[src/rtl/gumnut_pkg.sv]
`default_nettype none
// gumnut_pkg: shared types and sizes for the Gumnut core's control-flow units.
package gumnut_pkg;

   localparam int STACK_DEPTH = 8;
   localparam int ADDR_W      = 12;

   typedef struct packed {
      logic              zero;
      logic              carry;
      logic [ADDR_W-1:0] addr;
   } stack_entry_t;

endpackage
`default_nettype wire

[src/rtl/return_stack_unit.sv]
`default_nettype none
// return_stack_unit: return-address stack holding {Z, C, addr} for jsb/interrupt entry,
// popped on ret/reti; top entry is presented combinationally to the next-PC mux.
module return_stack_unit
   import gumnut_pkg::*;
#(
   parameter int DEPTH = STACK_DEPTH,
   parameter int AW    = ADDR_W
) (
   input  logic                     clk_i,
   input  logic                     rst_ni,
   input  logic                     push_i,
   input  logic                     pop_i,
   input  logic [AW-1:0]            push_addr_i,
   input  logic                     zero_i,
   input  logic                     carry_i,
   input  logic                     clr_err_i,
   output logic [AW-1:0]            stack_addr_o,
   output logic                     zero_o,
   output logic                     carry_o,
   output logic                     empty_o,
   output logic                     full_o,
   output logic [$clog2(DEPTH):0]   depth_o,
   output logic                     overflow_o,
   output logic                     underflow_o
);

   localparam int IW  = $clog2(DEPTH);
   localparam int SPW = IW + 1;
   localparam int EW  = AW + 2;
   localparam logic [SPW-1:0] SP_ONE   = SPW'(1);
   localparam logic [SPW-1:0] SP_FULL  = SPW'(DEPTH);
   localparam logic [IW-1:0]  IDX_ONE  = IW'(1);

   logic [SPW-1:0] sp_q, sp_d;
   logic           ovf_q, ovf_d;
   logic           unf_q, unf_d;
   logic [EW-1:0]  mem_q [DEPTH];
   logic [EW-1:0]  mem_d [DEPTH];

   logic           empty, full;
   logic [IW-1:0]  top_idx;
   logic [EW-1:0]  top_entry;
   logic [EW-1:0]  wr_entry;

   assign empty     = (sp_q == '0);
   assign full      = (sp_q == SP_FULL);
   // DEPTH is a power of two, so sp==DEPTH truncates to 0 and 0-1 lands on DEPTH-1.
   assign top_idx   = sp_q[IW-1:0] - IDX_ONE;
   assign top_entry = empty ? '0 : mem_q[top_idx];
   assign wr_entry  = {zero_i, carry_i, push_addr_i};

   always_comb begin
      sp_d  = sp_q;
      ovf_d = clr_err_i ? 1'b0 : ovf_q;
      unf_d = clr_err_i ? 1'b0 : unf_q;
      for (int i = 0; i < DEPTH; i++) begin
         mem_d[i] = mem_q[i];
      end

      if (push_i && (!pop_i || empty)) begin
         if (full) begin
            ovf_d = 1'b1;
         end else begin
            mem_d[sp_q[IW-1:0]] = wr_entry;
            sp_d                = sp_q + SP_ONE;
         end
      end else if (push_i && pop_i) begin
         // Replace the top in place: a ret immediately followed by a jsb.
         mem_d[top_idx] = wr_entry;
      end else if (pop_i) begin
         if (empty) begin
            unf_d = 1'b1;
         end else begin
            sp_d = sp_q - SP_ONE;
         end
      end
   end

   always_ff @(posedge clk_i or negedge rst_ni) begin
      if (!rst_ni) begin
         sp_q  <= '0;
         ovf_q <= 1'b0;
         unf_q <= 1'b0;
      end else begin
         sp_q  <= sp_d;
         ovf_q <= ovf_d;
         unf_q <= unf_d;
      end
   end

   always_ff @(posedge clk_i) begin
      for (int i = 0; i < DEPTH; i++) begin
         mem_q[i] <= mem_d[i];
      end
   end

   assign stack_addr_o = top_entry[AW-1:0];
   assign carry_o      = top_entry[AW];
   assign zero_o       = top_entry[AW+1];
   assign empty_o      = empty;
   assign full_o       = full;
   assign depth_o      = sp_q;
   assign overflow_o   = ovf_q;
   assign underflow_o  = unf_q;

endmodule
`default_nettype wire
[config.mk]
export PLATFORM = sky130hd
export DESIGN_NAME = return_stack_unit
export DESIGN_NICKNAME = d
export VERILOG_FILES = /design/src/rtl/gumnut_pkg.sv /design/src/rtl/return_stack_unit.sv
export SDC_FILE = /design/constraint.sdc
export NUM_CORES = 1
export LEC_CHECK = 0
export CORE_MARGIN = 3
export CORE_UTILIZATION = 50
export CTS_CLUSTER_SIZE = 28
export DETAILED_ROUTE_END_ITERATION = 8
export PLACE_DENSITY = 0.66
export SLEW_MARGIN = 20
export SYNTH_ARGS = -nofsm -noshare
export SYNTH_HDL_FRONTEND = slang
export SYNTH_SLANG_ARGS = --single-unit
[constraint.sdc]
create_clock -name clk_i -period 5.2 [get_ports clk_i]
set_clock_uncertainty 0.05 [all_clocks]
set_input_delay 1.56 -clock clk_i [delete_from_list [all_inputs] [get_ports clk_i]]
set_output_delay 1.56 -clock clk_i [all_outputs]
set_load 0.03 [all_outputs]
==> impl_results.md <==
* Post-synth top area share at 56.45%
* Hold path startpoint: overflow_o
* Residual DRC count at 0
* Placement-stage cell area at 0.006580 mm^2
* Layout Cell Area excl Fill at 0.007121 mm^2
* Number of H-tree branching levels at 4
* Iter 0 DRT Violations at 386
* Proportion of synthesized flip-flops having asynchronous set or reset at 5.085%
* Gr usage total at 24.07%
* Fillers at 897
* Transition time of the tightest slew-check pin at 725.6 ps
* Post-Syn Area per Cell at 13.09 um^2
* Clock period minus final worst setup slack at 4896 ps
* Achievable Freq at 204.2 MHz
* Critical-path maximum fanout at 22
* Number of input and output port buffers inserted at 40
* Wire length of the first global-routing pass at 22920 um
* Setup repair after global routing missed its margin: false
* MaxCap Viol Count at 0
* Hold Path Sink: overflow_o
* Routability cong. at 0.8898
* Number of nets still failing antenna checks after routing at 0
* Max-Slew Margin vs Limit at 51.63%
* Synth unique cells at 54
* Endpoint required time on the critical path at 3590 ps
* Leading register cell type out of synthesis: sky130_fd_sc_hd__edfxtp_1
* Drt via density at 5.940
* Hold/Removal Path Class: flop to flop
* WL/cell at 22.90 um
* Clock Pin Slew Worst Setup and Hold Paths at 50 ps
* Share of post-route cells with drive strength above 1 at 22.31%
* R2R Path End: mem_q[0][4]
* Layout overhead on the synthesized area at 19.51%
* Total iterations of the first detailed-routing run at 7
* Number of top-level design ports at 41
* Sequential standard cell area at 0.003515 mm^2
* Number of global-route vias before repair at 3935
* Number of enable-type register cells in the synthesized netlist at 112
* Starting density of the core at 51.74%
* Post-Syn Area at 0.005958 mm^2
* Synth top cells by count: sky130_fd_sc_hd__edfxtp_1 (112), sky130_fd_sc_hd__nor2b_1 (56), sky130_fd_sc_hd__and2_1 (30), sky130_fd_sc_hd__a21boi_0 (28), sky130_fd_sc_hd__nand2_1 (23)
* Synthesized netlist net count at 477
* TritonCTS clock tree: built
* Start-to-end type of the worst setup path: flop to output pin
* Crit path arrival time at 3290 ps
* Routed via count at 3992
* Count of endpoints failing setup in the final report at 0
* Status: completed
* Floorplan die height at 115.2 um
* Num CTS Buffers at 17
* HPWL after detailed placement at 9780 um
* Type of element capturing the critical path: output pin
* Number of instances on the worst hold path at 2
* Register-to-Register Path Depth at 7
* Final total negative setup slack at 0 ps
* Count of pins over their slew limit at 0
* Hold Fails Final Rpt at 0
* Cell type contributing the most total cell area after synthesis: sky130_fd_sc_hd__edfxtp_1
* Multi-input gate area in the final layout at 0.002241 mm^2
* Final period util at 94.16%
* Horizontal extent of the die at 115.2 um
* Rows at 39
* Diode insertion count for antenna repair at 0
* Core Area at 0.01152 mm^2
* Number of cells upsized or downsized after cts at 0
* Yosys synthesis warning count at 0
* Category of the worst setup path launch point: flop
* Worst hold margin at 478.0 ps
* Register bit total from synthesis at 118
* Clk Latency, worst-skew pair at 410 ps
* PnR worst setup slack at 303.6 ps
* WL final at 15390 um
* Cell at the root of the clock tree: sky130_fd_sc_hd__clkbuf_16
* Count of mapped cells out of synthesis at 455
* Startpoint of the lowest-slack register-to-register path: depth_o[1]
* Pin count of the biggest net entering global routing at 48
* # Post-CTS Setup Buffers at 0
* Biggest area contributors in the synthesized netlist: sky130_fd_sc_hd__edfxtp_1 (56%), sky130_fd_sc_hd__nor2b_1 (5.9%), sky130_fd_sc_hd__mux4_2 (4.5%)
* NumNets Final at 538
* Die outline area at 0.01326 mm^2
* Worst slack at placement at 734.5 ps
* Clock tree buffer depth at 2
* Number of antenna violations at the first check in global routing at 0
* Count of hold buffers inserted by post-cts repair at 0
* Leftover overflow at the end of global routing at 0
* Sinks on the clock net at 118
* Library cell with the highest instance count after synthesis: sky130_fd_sc_hd__edfxtp_1
* Setup slack of the most critical reg-to-reg path at 1660 ps
* Sequential area share after synthesis at 58.97%
## worst max-delay path by stage
stage	from	endpoint	slack, ps	cells past startpoint
final	depth_o[1]	carry_o	300	8
after global routing	depth_o[1]	carry_o	110	8
after CTS	depth_o[1]	carry_o	340	8
after detailed placement	pop_i	mem_q[0][8]	730	6
after global placement	pop_i	mem_q[0][8]	790	6
after floorplan	depth_o[0]	carry_o	750	9
## sequential cells by signal, summed over array words and instances (netlist names)
name / flops
underflow_o: 1
overflow_o: 1
depth_o: 4
mem_q: 112
## layout by cell type (no fill, tap or decap), types with 9 or more instances in the layout
cell and count:
sky130_fd_sc_hd__nor2b_2 9, sky130_fd_sc_hd__mux4_2 12, sky130_fd_sc_hd__a21boi_0 28, sky130_fd_sc_hd__nor2b_1 56, sky130_fd_sc_hd__clkdlybuf4s50_1 27, sky130_fd_sc_hd__edfxtp_1 112
sky130_fd_sc_hd__a21oi_1 18, sky130_fd_sc_hd__nor2_1 14, sky130_fd_sc_hd__and2_1 30, sky130_fd_sc_hd__buf_4 45, sky130_fd_sc_hd__clkbuf_16 17, sky130_fd_sc_hd__mux2i_1 15
sky130_fd_sc_hd__nand3_1 12, sky130_fd_sc_hd__nand2_1 23
## logic make-up after synthesis
| logic type | count (synthesis) | share of synthesized area [%] |
|---|---|---|
| AOI/OAI and AO/OA | 97 | 12.31 |
| xor gates and xnor gates | 5 | 0.8612 |
| adders and majority gates | 3 | 0.6301 |
| buffers and inverters | 40 | 3.549 |
| DFF | 118 | 58.97 |
| muxes | 35 | 8.568 |
| and+or+nand+nor | 157 | 15.12 |
## per-stage QoR
stage	util, %	cells
6_report	61.83	672
5_1_grt	61.83	672
4_1_cts	61.83	672
3_5_place_dp	57.14	640
3_3_place_gp	57.14	640
2_1_floorplan	-	455
## cell type report
class / count / area share (%)
sequential: 118 / 49.36
multi-input combinational: 297 / 31.47
timing repair buffer: 72 / 8.540
clock buffer: 18 / 6.027
tap: 143 / 2.513
clock inverter: 14 / 1.564
inverter: 10 / 0.5271
## metal layers
| layer | share of wire [%] | vias to the layer above | GRT usage [%] |
|---|---|---|---|
| li1 | - | 1819 | - |
| met1 | 44 | 1988 | 32.82 |
| met2 | 47 | 150 | 36.34 |
| met3 | 6.4 | 35 | 7.053 |
| met4 | 2.7 | 0 | 9.859 |
| met5 | 0 | - | 0 |
## critical path, stage by stage, from the launching register on
cell                      delay [ps]
sky130_fd_sc_hd__dfrtp_1         440
sky130_fd_sc_hd__inv_1           200
sky130_fd_sc_hd__ha_1            490
sky130_fd_sc_hd__xor2_2          380
sky130_fd_sc_hd__buf_4           350
sky130_fd_sc_hd__nand2_1          90
sky130_fd_sc_hd__mux4_2          460
sky130_fd_sc_hd__a21oi_1         250
sky130_fd_sc_hd__buf_4           210
Power is not shown: default switching activity piles up to over one toggle a cycle in this logic, so the estimate is an artifact.
